[config.mk]
export PLATFORM = sky130hd
export DESIGN_NAME = morse_encoder_flat
export DESIGN_NICKNAME = d
export VERILOG_FILES = /design/src/rtl/morse_pkg.sv /design/src/rtl/morse_encoder_if.sv /design/src/rtl/morse_unit_timer.sv /design/src/rtl/morse_encoder.sv /design/src/flat_wrapper.sv
export SDC_FILE = /design/constraint.sdc
export NUM_CORES = 1
export LEC_CHECK = 0
export CAP_MARGIN = 15
export CORE_ASPECT_RATIO = 1.2
export CORE_MARGIN = 2
export CORE_UTILIZATION = 43
export CTS_CLUSTER_DIAMETER = 200
export DETAILED_ROUTE_END_ITERATION = 10
export PLACE_DENSITY = 0.71
export SLEW_MARGIN = 40
export SYNTH_ARGS = -nofsm -noshare
export SYNTH_HDL_FRONTEND = slang
export SYNTH_SLANG_ARGS = --single-unit
[constraint.sdc]
create_clock -name Clk -period 2.9 [get_ports Clk]
set_input_delay 0.435 -clock Clk [delete_from_list [all_inputs] [get_ports Clk]]
set_output_delay 0.435 -clock Clk [all_outputs]
set_load 0.005 [all_outputs]
[src/rtl/morse_pkg.sv]
// Shared definitions for the Morse encoder: letter codes, timing multiples,
// FSM states and the letter-to-pattern table.
package morse_pkg;

  // Letter codes, identical to the decoder's output encoding
  localparam logic [4:0] CODE_SPACE = 5'd0;
  localparam logic [4:0] CODE_A = 5'd1,  CODE_B = 5'd2,  CODE_C = 5'd3,  CODE_D = 5'd4;
  localparam logic [4:0] CODE_E = 5'd5,  CODE_F = 5'd6,  CODE_G = 5'd7,  CODE_H = 5'd8;
  localparam logic [4:0] CODE_I = 5'd9,  CODE_J = 5'd10, CODE_K = 5'd11, CODE_L = 5'd12;
  localparam logic [4:0] CODE_M = 5'd13, CODE_N = 5'd14, CODE_O = 5'd15, CODE_P = 5'd16;
  localparam logic [4:0] CODE_Q = 5'd17, CODE_R = 5'd18, CODE_S = 5'd19, CODE_T = 5'd20;
  localparam logic [4:0] CODE_U = 5'd21, CODE_V = 5'd22, CODE_W = 5'd23, CODE_X = 5'd24;
  localparam logic [4:0] CODE_Y = 5'd25, CODE_Z = 5'd26;

  // Durations in Morse units. The timer takes a 2-bit unit count in which
  // 0 stands for four units, so WGAP_U truncates to 2'd0 on purpose.
  localparam int DOT_U  = 1;
  localparam int DASH_U = 3;
  localparam int EGAP_U = 1;
  localparam int CGAP_U = 3;
  localparam int WGAP_U = 4;

  typedef enum logic [2:0] {
    ST_IDLE,
    ST_MARK,
    ST_GAP,
    ST_CGAP,
    ST_WGAP,
    ST_BAD
  } morse_state_e;

  // bits holds the elements left-aligned: bits[3] is the first element, 1 = dash
  typedef struct packed {
    logic       valid;
    logic [2:0] len;
    logic [3:0] bits;
  } morse_pat_t;

  function automatic morse_pat_t morse_pattern(input logic [4:0] code);
    morse_pat_t p;
    case (code)
      CODE_A:  p = {1'b1, 3'd2, 4'b0100};  // .-
      CODE_B:  p = {1'b1, 3'd4, 4'b1000};  // -...
      CODE_C:  p = {1'b1, 3'd4, 4'b1010};  // -.-.
      CODE_D:  p = {1'b1, 3'd3, 4'b1000};  // -..
      CODE_E:  p = {1'b1, 3'd1, 4'b0000};  // .
      CODE_F:  p = {1'b1, 3'd4, 4'b0010};  // ..-.
      CODE_G:  p = {1'b1, 3'd3, 4'b1100};  // --.
      CODE_H:  p = {1'b1, 3'd4, 4'b0000};  // ....
      CODE_I:  p = {1'b1, 3'd2, 4'b0000};  // ..
      CODE_J:  p = {1'b1, 3'd4, 4'b0111};  // .---
      CODE_K:  p = {1'b1, 3'd3, 4'b1010};  // -.-
      CODE_L:  p = {1'b1, 3'd4, 4'b0100};  // .-..
      CODE_M:  p = {1'b1, 3'd2, 4'b1100};  // --
      CODE_N:  p = {1'b1, 3'd2, 4'b1000};  // -.
      CODE_O:  p = {1'b1, 3'd3, 4'b1110};  // ---
      CODE_P:  p = {1'b1, 3'd4, 4'b0110};  // .--.
      CODE_Q:  p = {1'b1, 3'd4, 4'b1101};  // --.-
      CODE_R:  p = {1'b1, 3'd3, 4'b0100};  // .-.
      CODE_S:  p = {1'b1, 3'd3, 4'b0000};  // ...
      CODE_T:  p = {1'b1, 3'd1, 4'b1000};  // -
      CODE_U:  p = {1'b1, 3'd3, 4'b0010};  // ..-
      CODE_V:  p = {1'b1, 3'd4, 4'b0001};  // ...-
      CODE_W:  p = {1'b1, 3'd3, 4'b0110};  // .--
      CODE_X:  p = {1'b1, 3'd4, 4'b1001};  // -..-
      CODE_Y:  p = {1'b1, 3'd4, 4'b1011};  // -.--
      CODE_Z:  p = {1'b1, 3'd4, 4'b1100};  // --..
      default: p = {1'b0, 3'd0, 4'b0000};  // space and 27..31 carry no marks
    endcase
    return p;
  endfunction

endpackage

[src/rtl/morse_encoder_if.sv]
// Character-side handshake and key/element outputs of the Morse encoder.
// master = character source / key driver side, slave = the encoder.
interface morse_encoder_if;
  logic [4:0] LETTER;
  logic       LOAD;
  logic       READY;
  logic       KEY;
  logic       SHORT;
  logic       LONG;
  logic       END_CHAR;
  logic       ERR;

  modport master (
    output LETTER, LOAD,
    input  READY, KEY, SHORT, LONG, END_CHAR, ERR
  );

  modport slave (
    input  LETTER, LOAD,
    output READY, KEY, SHORT, LONG, END_CHAR, ERR
  );
endinterface

[src/rtl/morse_unit_timer.sv]
// Element timer: counts units*UNIT_CYCLES cycles from the edge on which
// start is high. done is high on the last cycle of the interval; done_nxt
// says the following cycle will be that last cycle, so the registered
// element pulses can line up with it. units == 0 means four units.
module morse_unit_timer #(
  parameter int UNIT_CYCLES = 50000
) (
  input  logic       Clk,
  input  logic       RESET_N,
  input  logic       start,
  input  logic [1:0] units,
  output logic       done,
  output logic       done_nxt
);

  localparam int CNT_W = $clog2(3 * UNIT_CYCLES + 1);
  localparam logic [CNT_W-1:0] LAST_CYC = CNT_W'(UNIT_CYCLES - 1);

  logic [CNT_W-1:0] cyc_q, cyc_d;
  logic [1:0]       rem_q, rem_d;
  logic             act_q, act_d;

  // Next count: restart on start, else step within the unit, then across units
  always_comb begin
    cyc_d = cyc_q;
    rem_d = rem_q;
    act_d = act_q;
    done  = act_q && (cyc_q == LAST_CYC) && (rem_q == 2'd0);
    if (start) begin
      cyc_d = '0;
      rem_d = units - 2'd1;
      act_d = 1'b1;
    end else if (act_q) begin
      if (done) begin
        act_d = 1'b0;
      end else if (cyc_q == LAST_CYC) begin
        cyc_d = '0;
        rem_d = rem_q - 2'd1;
      end else begin
        cyc_d = cyc_q + CNT_W'(1);
      end
    end
    done_nxt = act_d && (cyc_d == LAST_CYC) && (rem_d == 2'd0);
  end

  // Counter state
  always_ff @(posedge Clk or negedge RESET_N) begin
    if (!RESET_N) begin
      cyc_q <= '0;
      rem_q <= 2'd0;
      act_q <= 1'b0;
    end else begin
      cyc_q <= cyc_d;
      rem_q <= rem_d;
      act_q <= act_d;
    end
  end

endmodule

[src/rtl/morse_encoder.sv]
// Morse encoder top: accepts letter codes over LOAD/READY and keys them out
// on KEY with SHORT/LONG/END_CHAR pulses that feed the Morse decoder.
// Optional build macro: MORSE_WORD_GAP_EN turns code 0 into a 4-unit word gap
// instead of an error.
// Outputs are registered from the next-state values, so a change of state and
// the matching output change appear on the same clock edge.
module morse_encoder
  import morse_pkg::*;
#(
  parameter int UNIT_CYCLES = 50000
) (
  input logic           Clk,
  input logic           RESET_N,
  morse_encoder_if.slave bus
);

  morse_state_e state_q, state_d;
  morse_pat_t   pat;
  logic         accept;
  logic         elem_nxt;
  logic [3:0]   sh_q;
  logic [2:0]   left_q;
  logic         tmr_start;
  logic [1:0]   tmr_units;
  logic         tmr_done;
  logic         tmr_done_nxt;
  logic         key_q, short_q, long_q, endc_q, err_q, ready_q;

  assign bus.READY    = ready_q;
  assign bus.KEY      = key_q;
  assign bus.SHORT    = short_q;
  assign bus.LONG     = long_q;
  assign bus.END_CHAR = endc_q;
  assign bus.ERR      = err_q;

  morse_unit_timer #(.UNIT_CYCLES(UNIT_CYCLES)) u_timer (
    .Clk      (Clk),
    .RESET_N  (RESET_N),
    .start    (tmr_start),
    .units    (tmr_units),
    .done     (tmr_done),
    .done_nxt (tmr_done_nxt)
  );

  // Pattern lookup, handshake and the element about to be keyed
  always_comb begin
    pat    = morse_pattern(bus.LETTER);
    accept = bus.LOAD && ready_q;
    // From IDLE the first element comes straight from the table; otherwise the
    // shift register already holds the current/next element in its MSB.
    elem_nxt = (state_q == ST_IDLE) ? pat.bits[3] : sh_q[3];
  end

  // Next-state and timer control
  always_comb begin
    state_d   = state_q;
    tmr_start = 1'b0;
    tmr_units = 2'(DOT_U);
    case (state_q)
      ST_IDLE: begin
        if (accept) begin
          if (pat.valid) begin
            state_d   = ST_MARK;
            tmr_start = 1'b1;
            tmr_units = elem_nxt ? 2'(DASH_U) : 2'(DOT_U);
          end
`ifdef MORSE_WORD_GAP_EN
          else if (bus.LETTER == CODE_SPACE) begin
            state_d   = ST_WGAP;
            tmr_start = 1'b1;
            tmr_units = 2'(WGAP_U);
          end
`endif
          else begin
            state_d = ST_BAD;
          end
        end
      end
      ST_MARK: begin
        if (tmr_done) begin
          tmr_start = 1'b1;
          if (left_q > 3'd1) begin
            state_d   = ST_GAP;
            tmr_units = 2'(EGAP_U);
          end else begin
            state_d   = ST_CGAP;
            tmr_units = 2'(CGAP_U);
          end
        end
      end
      ST_GAP: begin
        if (tmr_done) begin
          state_d   = ST_MARK;
          tmr_start = 1'b1;
          tmr_units = elem_nxt ? 2'(DASH_U) : 2'(DOT_U);
        end
      end
      ST_CGAP: begin
        if (tmr_done) state_d = ST_IDLE;
      end
`ifdef MORSE_WORD_GAP_EN
      ST_WGAP: begin
        if (tmr_done) state_d = ST_IDLE;
      end
`endif
      ST_BAD: state_d = ST_IDLE;
      default: state_d = ST_IDLE;
    endcase
  end

  // State register
  always_ff @(posedge Clk or negedge RESET_N) begin
    if (!RESET_N) state_q <= ST_IDLE;
    else          state_q <= state_d;
  end

  // Pattern shift register: load on accept, advance when a mark finishes
  always_ff @(posedge Clk) begin
    if (accept) begin
      sh_q   <= pat.bits;
      left_q <= pat.len;
    end else if ((state_q == ST_MARK) && tmr_done && (left_q > 3'd1)) begin
      sh_q   <= {sh_q[2:0], 1'b0};
      left_q <= left_q - 3'd1;
    end
  end

  // Registered outputs decoded from the next state
  always_ff @(posedge Clk or negedge RESET_N) begin
    if (!RESET_N) begin
      key_q   <= 1'b0;
      short_q <= 1'b0;
      long_q  <= 1'b0;
      endc_q  <= 1'b0;
      err_q   <= 1'b0;
      ready_q <= 1'b1;
    end else begin
      key_q   <= (state_d == ST_MARK);
      short_q <= (state_d == ST_MARK) && tmr_done_nxt && !elem_nxt;
      long_q  <= (state_d == ST_MARK) && tmr_done_nxt && elem_nxt;
      endc_q  <= (state_d == ST_CGAP) && tmr_done_nxt;
      err_q   <= (state_d == ST_BAD);
      ready_q <= (state_d == ST_IDLE);
    end
  end

endmodule

[src/flat_wrapper.sv]
// flat-port wrapper written by rule: the top's interface ports become plain ports
module morse_encoder_flat import morse_pkg::*;
#(
  parameter int UNIT_CYCLES = 50000
)
  (Clk, RESET_N, bus_LETTER, bus_LOAD, bus_READY, bus_KEY, bus_SHORT, bus_LONG, bus_END_CHAR, bus_ERR);
  morse_encoder_if bus_i ();
  input logic Clk;
  input logic RESET_N;
  input wire logic [$bits(bus_i.LETTER)-1:0] bus_LETTER;
  input wire logic [$bits(bus_i.LOAD)-1:0] bus_LOAD;
  output wire logic [$bits(bus_i.READY)-1:0] bus_READY;
  output wire logic [$bits(bus_i.KEY)-1:0] bus_KEY;
  output wire logic [$bits(bus_i.SHORT)-1:0] bus_SHORT;
  output wire logic [$bits(bus_i.LONG)-1:0] bus_LONG;
  output wire logic [$bits(bus_i.END_CHAR)-1:0] bus_END_CHAR;
  output wire logic [$bits(bus_i.ERR)-1:0] bus_ERR;
  assign bus_i.LETTER = bus_LETTER;
  assign bus_i.LOAD = bus_LOAD;
  assign bus_READY = bus_i.READY;
  assign bus_KEY = bus_i.KEY;
  assign bus_SHORT = bus_i.SHORT;
  assign bus_LONG = bus_i.LONG;
  assign bus_END_CHAR = bus_i.END_CHAR;
  assign bus_ERR = bus_i.ERR;
  morse_encoder #(.UNIT_CYCLES(UNIT_CYCLES)) u_core (.Clk(Clk), .RESET_N(RESET_N), .bus(bus_i));
endmodule
==> results.yml <==
drt:
  vias: 2528
  drt_iter0_markers: 152
  drtPass1Iterations: 4
  viasPerCell: 5.77
  wire_per_inst_um: 16.1
  ant_nets: 0
  finalWirelength_um: 7050
  drc_errors: 0
clock_network:
  clk_latency_ps: 300
  clock_sinks: 37
  cts_hold_buf: 0
  htree_levels: 2
  clk_pin_slew_ps: 80
  cts_buffer_depth: 2
  root_buffer: "clkbuf_8"
  numCtsBuffers: 5
  cts_tree: "done"
critical_path:
  crit_buf_inv: 1
  cp-end-kind: "flip-flop"
  slowest_stage: "or4b_4"
  setup.worst_path.class: "in -> reg"
  slowest_delay_ps: 550
  crit_fanout: 3
  reg2reg_depth: 7
  worstReg2RegEnd: "u_core.bus.END_CHAR"
  r2r_slack_ps: 170
  critPathMostFrequentCell: "and4b_1"
  cp.required_ps: 3130
  critical_path.startpoint_type: "input pin"
  worstPathCellList: "clkdlybuf4s50_1, or4b_4, and4b_1, a31o_1, nor4_2, nand4b_1, or3_4, and4b_1"
  crit_start: "bus_LETTER[3]"
  crit_family: "simple AND/OR/NAND/NOR gates"
  r2r-start: "u_core.u_timer.cyc_q[16]"
  cp.arrival_ps: 3010
timing:
  hold_viol: 0
  post-route-period-util_pct: 96.0
  min_period_ps: 2780
  slew_viol_final: 0
  whs_ps: 526
  rsz0062_at_grt: "no"
  relSlewSlack_pct: 68.8
  worst_pin_slew_ps: 464
  finalSetupViolations: 0
  fmax_mhz: 359
  fin_skew_ps: 9.62
  fin_ws_ps: 116
final_layout:
  fillerInstances: 582
  diodes: 0
  layout-drive-gt1-share_pct: 23.0
  area_delta_synth_final_pct: 25.2
  layout.nets: 373
  final_util_pct: 55.5
synthesis:
  ys_warn_count: 0
  syn-mean-instance-area_um2: 8.65
  yosysTopAreaCell: "dfrtp_1"
  ys_seq_area_share_pct: 35.9
  syn_area_um2: 2680
  ys.flop_type: "dfrtp_1"
  synth_cell_types: 65
  synth_fp_nets: 328
  ys_ff_latch: 37
  synth.top_cell.area_share_pct: 27.1
  synth_area_leaders: "dfrtp_1, edfxtp_1, nor2_1, ha_1, xnor2_1"
  ys_async_sr_fraction_pct: 81.1
  netlist_instances: 310
  synth-edff-count: 7
floorplan:
  core.rowCount: 31
  pin_count: 14
  die-area_um2: 6890
  die_x_um: 76.1
  core_area_um2: 6050
  initial_core_util_pct: 44.3
  die_h_um: 90.5
grt:
  track_usage_pct: 21.3
  grt_pass1_wl_um: 11900
  antenna_found_initial: 0
  grt_max_degree: 31
  grt_pass1_vias: 2504
  overflow: 0
placed_design:
  port_buffers: 13
  dp_hpwl_um: 5200
  post-place-ws_ps: -427
  gp_congestion: 0.922
pwr:
  ir_drop_v: 0.000212
  p_per_area_nw_per_um2: 321
  p_leak_uw: 0.00140
flow_run:
  cap_violations: 0
hold_path:
  hold_class: "in -> async"
outcome:
  run_status: "finished, final reports clean"
## registers in the layout, summed over array words and instances (netlist names), 2 cells and up
name                  flops
u_core.u_timer.rem_q      2
u_core.left_q             3
u_core.u_timer.cyc_q     18
u_core.state_q            3
u_core.sh_q               4
## synth_stat cells (3+ instances only)
cell type,count
a211oi_1,10
a21oi_1,19
and2_1,4
and3_1,3
and4_1,3
clkbuf_1,14
dfrtp_1,29
edfxtp_1,7
ha_1,10
inv_1,12
mux2i_1,3
nand2_1,27
nand2b_1,5
nand3_1,9
nand3b_1,3
nand4_1,8
nor2_1,35
nor3_1,10
nor4_1,7
o211ai_1,6
o21ai_0,13
xnor2_1,12
xor2_1,3
## area by class of cell
type | count | area, um2 | share of cell area, %
Multi-Input combinational cell | 241 | 1660 | 49.4
Sequential cell | 37 | 962 | 28.7
Timing Repair Buffer | 58 | 473 | 14.1
Tap cell | 82 | 103 | 3.06
Clock buffer | 7 | 86.3 | 2.57
Inverter | 12 | 45.0 | 1.34
Clock inverter | 1 | 30.0 | 0.895
## report_power, final
part | internal (uW) | switching (uW)
logic | 38.8 | 48.2
registers | 528 | 0
clock network | 280 | 184
total | 847 | 232
## worst max path at each step
stage | to | slack, ps | cells past startpoint
3_3_place_gp | u_core.bus.END_CHAR | -350 | 10
5_1_grt | u_core.bus.END_CHAR | 40 | 9
2_1_floorplan | u_core.left_q[0] | 40 | 6
6_report | u_core.bus.END_CHAR | 120 | 8
3_5_place_dp | u_core.bus.END_CHAR | -430 | 10
4_1_cts | u_core.bus.END_CHAR | 60 | 10
## worst register-to-register path, delay by kind of cell (launching register included)
family          cells  cell delay [ps]
compound gates      2              370
flops               1              400
simple gates        5             1890
## cell families after synthesis
logic type,share of synthesized area (%)
simple gates,29.8
compound gates,17.5
flops,35.9
buf+inv,5.18
xor+xnor,4.90
fa+ha+maj,4.67
mux,2.10
## stage by stage
stage / total power, uW / std cells / TNS [ps] / instance area (um2)
after floorplan: 585 / 310 / 0 / 2690
after global placement: 624 / 425 / -985 / 3130
after detailed placement: 626 / 425 / -1180 / 3130
after CTS: 1090 / 433 / 0 / 3250
after global routing: 1120 / 438 / 0 / 3360
final: 1080 / 438 / 0 / 3360
## what timing repair did
item / in CTS / in global routing
buffers inserted: 0 / 5
pin swaps: 2 / 4
resized for setup: 2 / 15
hold endpoints to repair: 0 / 0
setup endpoints to repair: 3 / 10
## routing by layer
layer,up-vias,global-route usage [%],routed length (um)
met1,1196,24.1,2870
met4,0,12.3,375
met2,68,37.2,3540
met3,31,4.30,258
li1,1233,-,-
met5,-,0,0
## cells in the final DEF (no fill, tap or decap), drive strengths merged, types with 3 or more instances in the layout
master / n
nand2b: 5
o21ai: 14
a211oi: 10
nand3: 10
and3: 3
o211ai: 6
nor3: 10
and4: 3
nor4: 8
xor2: 3
dfrtp: 29
clkbuf: 7
ha: 10
clkdlybuf4s50: 11
nand4: 8
buf: 45
or3: 3
nand3b: 3
nand2: 27
inv: 12
edfxtp: 7
nor2: 35
xnor2: 12
a21oi: 19
and2: 4
mux2i: 3
Power figures use the tool's default switching activity.
